**src/rtl/hamming_7_4_serial_tx.sv**
```systemverilog
// Hamming(7,4) encoder and LSB-first serializer with framing strobe and optional inter-frame gap.
// Define HAMMING_TX_ERR_INJECT_EN to add single-bit error injection for decoder loopback tests.
module hamming_7_4_serial_tx #(
    parameter int GAP_CYCLES = 0
) (
    input  logic       clk,
    input  logic       rst_n,
    input  logic [3:0] i_data,
    input  logic       i_valid,
    output logic       o_ready,
    input  logic       i_tx_en,
`ifdef HAMMING_TX_ERR_INJECT_EN
    input  logic       i_flip_en,
    input  logic [2:0] i_flip_pos,
`endif
    output logic       o_bit,
    output logic       o_bit_valid,
    output logic       o_sof,
    output logic       o_busy
);

    typedef enum logic [1:0] {
        ST_IDLE  = 2'd0,
        ST_SHIFT = 2'd1,
        ST_GAP   = 2'd2
    } state_t;

    localparam bit         HAS_GAP  = (GAP_CYCLES > 0);
    localparam logic [3:0] GAP_LAST = HAS_GAP ? 4'(GAP_CYCLES - 1) : 4'd0;

    // Bit layout must match hamming_7_4_decoder on the receive side.
    function automatic logic [6:0] encode(input logic [3:0] d);
        logic [6:0] cw;
        cw[2] = d[0];
        cw[4] = d[1];
        cw[5] = d[2];
        cw[6] = d[3];
        cw[0] = d[0] ^ d[1] ^ d[3];
        cw[1] = d[0] ^ d[2] ^ d[3];
        cw[3] = d[1] ^ d[2] ^ d[3];
        return cw;
    endfunction

    state_t     state_q, state_d;
    logic [6:0] sr_q, sr_d;
    logic [2:0] bit_cnt_q, bit_cnt_d;
    logic [3:0] gap_cnt_q, gap_cnt_d;
    logic       bit_q, bit_valid_q, sof_q, busy_q;

    logic [6:0] flip_mask;
    logic [6:0] cw_load;
    logic       last_bit;

`ifdef HAMMING_TX_ERR_INJECT_EN
    always_comb begin
        flip_mask = 7'd0;
        if (i_flip_en && (i_flip_pos != 3'd7)) begin
            flip_mask = 7'd1 << i_flip_pos;
        end
    end
`else
    assign flip_mask = 7'd0;
`endif

    assign cw_load  = encode(i_data) ^ flip_mask;
    assign last_bit = (state_q == ST_SHIFT) && (bit_cnt_q == 3'd6) && i_tx_en;
    // Without a gap the final-bit cycle doubles as the accept slot for back-to-back frames.
    assign o_ready  = (state_q == ST_IDLE) || (!HAS_GAP && last_bit);

    always_comb begin
        state_d   = state_q;
        sr_d      = sr_q;
        bit_cnt_d = bit_cnt_q;
        gap_cnt_d = gap_cnt_q;
        case (state_q)
            ST_IDLE: begin
                if (i_valid) begin
                    state_d   = ST_SHIFT;
                    sr_d      = cw_load;
                    bit_cnt_d = 3'd0;
                end
            end
            ST_SHIFT: begin
                if (i_tx_en) begin
                    sr_d      = {1'b0, sr_q[6:1]};
                    bit_cnt_d = bit_cnt_q + 3'd1;
                    if (bit_cnt_q == 3'd6) begin
                        bit_cnt_d = 3'd0;
                        if (HAS_GAP) begin
                            state_d   = ST_GAP;
                            gap_cnt_d = 4'd0;
                        end else if (i_valid) begin
                            sr_d = cw_load;
                        end else begin
                            state_d = ST_IDLE;
                        end
                    end
                end
            end
            ST_GAP: begin
                if (i_tx_en) begin
                    if (gap_cnt_q == GAP_LAST) begin
                        state_d   = ST_IDLE;
                        gap_cnt_d = 4'd0;
                    end else begin
                        gap_cnt_d = gap_cnt_q + 4'd1;
                    end
                end
            end
            default: begin
                state_d = ST_IDLE;
            end
        endcase
    end

    // Outputs are registered from next-state values so they line up with the shift register.
    always_ff @(posedge clk or negedge rst_n) begin
        if (!rst_n) begin
            state_q     <= ST_IDLE;
            sr_q        <= 7'd0;
            bit_cnt_q   <= 3'd0;
            gap_cnt_q   <= 4'd0;
            bit_q       <= 1'b0;
            bit_valid_q <= 1'b0;
            sof_q       <= 1'b0;
            busy_q      <= 1'b0;
        end else begin
            state_q     <= state_d;
            sr_q        <= sr_d;
            bit_cnt_q   <= bit_cnt_d;
            gap_cnt_q   <= gap_cnt_d;
            bit_q       <= (state_d == ST_SHIFT) && sr_d[0];
            bit_valid_q <= (state_d == ST_SHIFT);
            sof_q       <= (state_d == ST_SHIFT) && (bit_cnt_d == 3'd0);
            busy_q      <= (state_d != ST_IDLE);
        end
    end

    assign o_bit       = bit_q;
    assign o_bit_valid = bit_valid_q;
    assign o_sof       = sof_q;
    assign o_busy      = busy_q;

endmodule

```
**config.mk**
```make
export PLATFORM = sky130hd
export DESIGN_NAME = hamming_7_4_serial_tx
export DESIGN_NICKNAME = d
export VERILOG_FILES = /design/src/rtl/hamming_7_4_serial_tx.sv
export SDC_FILE = /design/constraint.sdc
export NUM_CORES = 1
export LEC_CHECK = 0
export CORE_MARGIN = 2
export CORE_UTILIZATION = 44
export CTS_BUF_LIST = sky130_fd_sc_hd__clkbuf_4 sky130_fd_sc_hd__clkbuf_8
export DETAILED_ROUTE_END_ITERATION = 10
export PLACE_DENSITY = 0.73
export SYNTH_ARGS = -nofsm -noshare
export SYNTH_HDL_FRONTEND = slang
export SYNTH_SLANG_ARGS = --single-unit
export TNS_END_PERCENT = 30
```
**constraint.sdc**
```tcl
create_clock -name clk -period 2 [get_ports clk]
set_input_delay 0.2 -clock clk [delete_from_list [all_inputs] [get_ports clk]]
set_output_delay 0.2 -clock clk [all_outputs]
set_load 0.02 [all_outputs]
```
==> out/qor.txt, run 1 <==
Synth warn: 0
IO Pins: 13
RSZ-0062 raised after global routing: false
Total grt overflow: 0
RePlAce Congestion: 0.7753
Max-slew violations: 0
TritonCTS Sinks: 20
Worst setup EP type: output port
VDD IR-drop max: 0.5946 mV
Yosys top cell area share: 0.5006
Post-Route Hold Slack: 0.2281 ns
Max incr delay on CP: 0.45 ns
Per-instance average area after synthesis: 10.75 sq um
Seq/Total Area, Yosys: 0.5006
Worst Path Max Fanout: 7
DRT iter0 DRCs: 20
Largest net degree at the start of global routing: 21
R2r setup slk: 0.40 ns
Placeable Area: 2170 sq um
ANT nets after route: 0
Final HPWL from detailed placement: 1.255 mm
Chip width: 51.67 um
Initial antenna violation count: 0
Fmax: 575.6 MHz
Initial Util: 0.4608
Critical path class: register to output port
DR vias: 741
Tcrit/Tclk final: 0.8687
TritonCTS clock tree: yes
Core Rows: 17
Vias per std cell: 5.530
Hold Fails Final Rpt: 0
Hold WC Path Type: primary input to async pin
Setup crit start: bit_cnt_q[0]$_DFF_PN0_
Drt first pass iters: 5
Inserted Clock Buffers: 3
Most frequent cells in the layout: dfrtp_1 (20), clkdlybuf4s50_1 (11), inv_1 (9)
Worst-path clk slew: 0.12 ns
Unique masters post-synth: 32
CP arrival: 1.54 ns
CP Cell Sequence: nand4b_1 > a21oi_1 > dlygate4sd2_1
WP depth: 3
Final min period: 1.737 ns
Area of the mapped netlist: 999.7 sq um
CP top delay family: flip-flops
Setup violations, final: 0
Number of global-route vias before repair: 729
Layout area overhead: 18.40%
Layout cell share with drive strength beyond 1: 0.1226
MaxCap Viol Count: 0
First-pass GRT wire length: 3.243 mm
Leakage power: 0.5305 nW
Rel. slew slack: 0.7709
Diode count: 0
DRC errors left: 0
Setup TNS: 0 ns
CP Buf/Inv Count: 1
Chip height: 51.67 um
Critical R2R Capture: o_bit$_DFF_PN0_
WP data required: 1.80 ns
CTS H-tree depth: 1
PwrDens: 1047 nW/um^2
DR WL/cell: 13.22 um
# fillers: 200
Syn_nets: 103
Multi-input gate area: 427.9 sq um
GR Util All Layers: 0.1638
Count of state elements after synthesis: 20
Post-synthesis instance total: 93
Post-Route WL: 1.771 mm
Worst slew pin tran: 0.3400 ns
DIE AREA: 2669 sq um
Outcome: finished, final reports clean
RR Startpoint: state_q[0]$_DFF_PN0_
Most common cell after layout, fill and taps aside: dfrtp_1
Synth top area cells: dfrtp_1 (50%), xnor2_1 (5.3%), nand4b_1 (3.5%)
Register area: 500.5 sq um
Clock buffer depth: 2
Synth area leader: dfrtp_1
Critical-path top delay cell: dfrtp_1
Final #Nets: 117
Clk_lat worst skew: 0.30 ns
Worst Setup Start Kind: register
Port Buffer Count: 12
End of the critical path: o_ready
Clock Skew: 0.009456 ns
Root Buffer: clkbuf_4
R2r worst-path depth: 4
flip-flops by register name, summed over array words and instances (netlist names):
register	count
sr_q	7
gap_cnt_q	4
bit_cnt_q	3
state_q	2
o_bit	1
o_bit_valid	1
o_busy	1
o_sof	1
kinds of logic (layout without fill, tap and decap cells):
family / Yosys count / count (layout) / synth area share
simple gates: 28 / 28 / 0.1727
fa+ha+maj: 2 / 2 / 0.02503
xor+xnor: 6 / 6 / 0.05257
flops: 20 / 20 / 0.5006
mux: 3 / 3 / 0.03254
buf+inv: 14 / 27 / 0.07133
compound gates: 20 / 20 / 0.1452
cell usage after synthesis (all sizes together):
master,instances
inv,9
a221o,1
o211ai,1
a221oi,2
nor2b,1
xnor2,6
nand2,2
and3,1
or2,3
and2,1
buf,4
nand4b,4
a21oi,6
dfrtp,20
mux2,2
a222oi,3
a22o,1
nand3,2
nand2b,2
nor4,1
nor3b,1
o21ai,4
clkbuf,1
o21a,1
a32o,1
nor2,8
ha,2
nand4,2
mux2i,1
area by class of cell:
cell class / count / area share
clock buffers: 3 / 0.01903
clock inverters: 1 / 0.02537
inverters: 9 / 0.02854
multi-input cells: 59 / 0.3615
flip-flops and latches: 20 / 0.4228
well taps: 28 / 0.02960
repair buffers: 14 / 0.1131
worst min path at each step:
stage | cells past startpoint | startpoint | endpoint | slack [ns]
floorplan | 0 | rst_n | bit_cnt_q[0]$_DFF_PN0_ | -0.1
global placement | 2 | sr_q[2]$_DFFE_PN0P_ | sr_q[1]$_DFFE_PN0P_ | 0.47
detailed placement | 2 | sr_q[2]$_DFFE_PN0P_ | sr_q[1]$_DFFE_PN0P_ | 0.48
CTS | 2 | rst_n | bit_cnt_q[1]$_DFF_PN0_ | 0.24
global route | 2 | rst_n | bit_cnt_q[0]$_DFF_PN0_ | 0.26
finish | 2 | rst_n | bit_cnt_q[1]$_DFF_PN0_ | 0.23
repair_timing:
| action | in CTS | in global routing |
|---|---|---|
| setup buffers | 0 | 0 |
| endpoints found under the hold margin | 0 | 0 |
| hold buffers | 0 | 0 |
| resized for setup | 1 | 0 |
| setup endpoints to repair | 1 | 0 |
power breakdown:
group          internal [mW]  switching, mW  leakage [nW]  total, mW
clock network          0.202          0.123        0.0279      0.325
registers              0.497         0.0769         0.248      0.573
logic                  0.173          0.167         0.255      0.341
per-stage QoR:
stage               std cells  power (mW)  instance area, sq um    util  setup slack, ns
global route              134       1.324                  1184  0.5456           0.1113
detailed placement        130      0.9258                  1132  0.5219           0.1338
finish                    134       1.239                  1184  0.5456           0.2626
CTS                       134       1.251                  1184  0.5456           0.2493
floorplan                  93      0.8064                 999.7       -           0.5012
global placement          130      0.9156                  1132  0.5219           0.1274
layer usage:
| layer | vias to the layer above | GRT usage | routed length, um |
|---|---|---|---|
| met1 | 360 | 0.2124 | 801 |
| li1 | 359 | - | - |
| met5 | - | 0 | 0 |
| met2 | 20 | 0.2735 | 873 |
| met3 | 2 | 0.02586 | 69 |
| met4 | 0 | 0.06579 | 27 |
(Power assumes the default switching activity.)
==> run 2: changes to the inputs <==
--- a/config.mk
+++ b/config.mk
@@ -5,11 +5,12 @@
 export SDC_FILE = /design/constraint.sdc
 export NUM_CORES = 1
 export LEC_CHECK = 0
+export ABC_AREA = 1
 export CORE_MARGIN = 2
 export CORE_UTILIZATION = 44
 export CTS_BUF_LIST = sky130_fd_sc_hd__clkbuf_4 sky130_fd_sc_hd__clkbuf_8
 export DETAILED_ROUTE_END_ITERATION = 10
-export PLACE_DENSITY = 0.73
+export PLACE_DENSITY = 0.72
 export SYNTH_ARGS = -nofsm -noshare
 export SYNTH_HDL_FRONTEND = slang
 export SYNTH_SLANG_ARGS = --single-unit
==> run 2 against run 1 <==
Effect of this change:
- clock power rose by 1%
- sequential power rose by 8.0%
- utilization rose by 0.69 points
- register-to-register slack improved by 0.24 ns
- cell area rose by 15%
- sequential share of layout area fell by 5.4 points
- clock skew fell by 0.0061 ns
- synthesized area rose by 13%
- global-route usage rose by 2.7 points
- worst setup slack improved by 0.031 ns
- via count rose by 35%
- critical endpoint unchanged
- largest cell class is now multi-input gates
==> out/qor.txt, run 2 <==
Worst setup EP type: output port (unchanged)
Post-synthesis instance total: 143 (was 93)
Synth warn: 0 (unchanged)
Postcts setup bufs: 0 (unchanged)
Layout cell share with drive strength beyond 1: 0.1739 (was 0.1226)
Tcrit/Tclk final: 0.8531 (was 0.8687)
TritonCTS clock tree: yes (unchanged)
Cts hold-fix bufs: 0 (unchanged)
Per-instance average area after synthesis: 7.901 sq um (was 10.75 sq um)
Synth area leader: dfrtp_1 (unchanged)
Max-slew violations: 0 (unchanged)
Post-synth EDFFs: 0 (unchanged)
Most flops, register: sr_q (unchanged)
Drt first pass iters: 4 (was 5)
MaxCap Viol Count: 0 (unchanged)
Clock Skew: 0.003386 ns (was 0.009456 ns)
Root Buffer: clkbuf_4 (unchanged)
DIE AREA: 2989 sq um (was 2669 sq um)
Async S/R FF share, synth: 1.000 (unchanged)
Worst Setup Start Kind: register (unchanged)
Unique masters post-synth: 28 (was 32)
Top post-synthesis cells by count: nand2_1 (33), dfrtp_1 (20), nand3_1 (17), inv_1 (13), inv_2 (9) (was dfrtp_1 (20), inv_1 (9), nor2_1 (8), xnor2_1 (6), a21oi_1 (5))
Leakage power: 0.6861 nW (was 0.5305 nW)
Number of global-route vias before repair: 1,027 (was 729)
Port Buffer Count: 12 (unchanged)
Worst Path Max Fanout: 5 (was 7)
Layout area overhead: 20.04% (was 18.40%)
Initial antenna violation count: 0 (unchanged)
Clk_lat worst skew: 0.31 ns (was 0.30 ns)
Outcome: finished, final reports clean (unchanged)
Initial Util: 0.4602 (was 0.4608)
Max incr delay on CP: 0.46 ns (was 0.45 ns)
Chip height: 54.68 um (was 51.67 um)
Chip width: 54.68 um (was 51.67 um)
CP Cell Sequence: inv_2 > nand4_1 > a21oi_1 > dlygate4sd2_1 (was nand4b_1 > a21oi_1 > dlygate4sd2_1)
PwrDens: 1051 nW/um^2 (was 1047 nW/um^2)
Top FF cell, synth: dfrtp_1 (unchanged)
TritonCTS Sinks: 20 (unchanged)
Clock buffer depth: 2 (unchanged)
CTS H-tree depth: 1 (unchanged)
DR WL/cell: 12.15 um (was 13.22 um)
Inserted Clock Buffers: 3 (unchanged)
RePlAce Congestion: 0.7846 (was 0.7753)
Max FFs per register: 7 (unchanged)
Synth top area cells: dfrtp_1 (44%), nand2_1 (11%), nand3_1 (7.5%) (was dfrtp_1 (50%), xnor2_1 (5.3%), nand4b_1 (3.5%))
DRC errors left: 0 (unchanged)
ANT nets after route: 0 (unchanged)
Seq/Total Area, Yosys: 0.4430 (was 0.5006)
Total grt overflow: 0 (unchanged)
First-pass GRT wire length: 4.077 mm (was 3.243 mm)
Register area: 500.5 sq um (unchanged)
Final HPWL from detailed placement: 1.811 mm (was 1.255 mm)
Most frequent cells in the layout: nand2_1 (33), dfrtp_1 (20), nand3_1 (17) (was dfrtp_1 (20), clkdlybuf4s50_1 (11), inv_1 (9))
Most frequent cell after synthesis: nand2_1 (was dfrtp_1)
Final #Nets: 172 (was 117)
Post-Route WL: 2.320 mm (was 1.771 mm)
Hold WC Path Type: primary input to async pin (unchanged)
Fmax: 586.1 MHz (was 575.6 MHz)
Yosys top cell area share: 0.4430 (was 0.5006)
Critical-path top delay cell: dfrtp_1 (unchanged)
# fillers: 226 (was 200)
Vias per std cell: 5.246 (was 5.530)
Post-Route Hold Slack: 0.2178 ns (was 0.2281 ns)
Diode count: 0 (unchanged)
WP data required: 1.80 ns (about the same)
Setup violations, final: 0 (unchanged)
Rel. slew slack: 0.8049 (was 0.7709)
Worst slew pin tran: 0.2926 ns (was 0.3400 ns)
DRT iter0 DRCs: 18 (was 20)
Count of state elements after synthesis: 20 (unchanged)
Worst-path clk slew: 0.11 ns (was 0.12 ns)
GR Util All Layers: 0.1912 (was 0.1638)
Placeable Area: 2455 sq um (was 2170 sq um)
Syn_nets: 153 (was 103)
IO Pins: 13 (unchanged)
CP arrival: 1.51 ns (was 1.54 ns)
Biggest regs: sr_q (7), gap_cnt_q (4), bit_cnt_q (3) (unchanged)
Area of the mapped netlist: 1130 sq um (was 999.7 sq um)
DR vias: 1,002 (was 741)
Hold Fails Final Rpt: 0 (unchanged)
Critical path class: register to output port (unchanged)
VDD IR-drop max: 0.7428 mV (was 0.5946 mV)
Setup TNS: 0 ns (unchanged)
Largest net degree at the start of global routing: 21 (unchanged)
Final min period: 1.706 ns (was 1.737 ns)
Core Rows: 18 (was 17)
Multi-input gate area: 538.0 sq um (was 427.9 sq um)
RSZ-0062 raised after global routing: false (unchanged)
Most common cell after layout, fill and taps aside: nand2_1 (was dfrtp_1)
## run 2: cell count changes after synthesis, sizes merged, moves of 3 or more
cell    before  now
nand4b       4    0
nand2        2   39
inv          9   22
nand3        2   17
a222oi       3    0
buf          4    1
o21ai        4    9
xnor2        6    1
nor2         8   11
## run 2: repair_timing
item,4_1_cts,5_1_grt
endpoints found under the hold margin,0,0
setup endpoints to repair,1,0
gates resized for setup,1,0
## run 2: area by class of cell
cell class	count	area share
clock buffers	3	0.01661
clock inverters	1	0.02214
inverters	23	0.06365
multi-input cells	99	0.3967
flip-flops and latches	20	0.3690
well taps	30	0.02768
repair buffers	15	0.1042
## run 2: path summary, 6_finish.rpt
kind | from | slack [ns] | depth (start not counted) | endpoint
min in group clk | gap_cnt_q[3]$_DFFE_PN0P_ | 0.49 | 1 | gap_cnt_q[3]$_DFFE_PN0P_
worst min-delay path | rst_n | 0.22 | 2 | o_sof$_DFF_PN0_
worst max-delay path | bit_cnt_q[0]$_DFF_PN0_ | 0.29 | 4 | o_ready
worst min register to register | gap_cnt_q[3]$_DFFE_PN0P_ | 0.49 | 1 | gap_cnt_q[3]$_DFFE_PN0P_
worst max register to register | state_q[1]$_DFF_PN0_ | 0.64 | 7 | sr_q[1]$_DFFE_PN0P_
max in group asynchronous | rst_n | 1.57 | 2 | sr_q[3]$_DFFE_PN0P_
## run 2: power breakdown
group	internal (mW)	switching, mW
sequential	0.516	0.103
combinational	0.198	0.278
clock	0.203	0.126
## run 2: stage by stage
step                      cell area (sq um)  worst slack [ns]  power (mW)  std cells    util
after floorplan                        1130            0.7957      0.9390        143       -
after global placement                 1305            0.1828       1.085        187  0.5316
after detailed placement               1305            0.1844       1.110        187  0.5316
after CTS                              1356            0.2794       1.441        191  0.5525
after global routing                   1356            0.1559       1.532        191  0.5525
final                                  1356            0.2939       1.425        191  0.5525
## run 2: cells by family after synthesis
kind of cell | after synthesis | share of synthesized area
flops | 20 | 0.4430
fa+ha+maj | 2 | 0.02214
xor+xnor | 3 | 0.02326
compound gates | 20 | 0.1063
buf+inv | 24 | 0.08083
simple gates | 74 | 0.3245
## run 2: per-layer routing
layer	routed length, um	GRT usage
met1	1089	0.2232
met2	1107	0.3492
met3	73	0.02459
met4	49	0.07500
met5	0	0
## run 2: worst max-delay path: cells and delay by family, from the launching register on
family          cells  cell delay (ns)
buf+inv             2             0.46
compound gates      1             0.16
flops               1             0.46
simple gates        1             0.12
==> run 3: changes to the inputs <==
--- a/config.mk
+++ b/config.mk
@@ -6,6 +6,7 @@
 export NUM_CORES = 1
 export LEC_CHECK = 0
 export ABC_AREA = 1
+export CAP_MARGIN = 10
 export CORE_MARGIN = 2
 export CORE_UTILIZATION = 44
 export CTS_BUF_LIST = sky130_fd_sc_hd__clkbuf_4 sky130_fd_sc_hd__clkbuf_8
==> results of run 3 <==
Same layout as run 2: the final DEF is identical, and so are final timing and power.
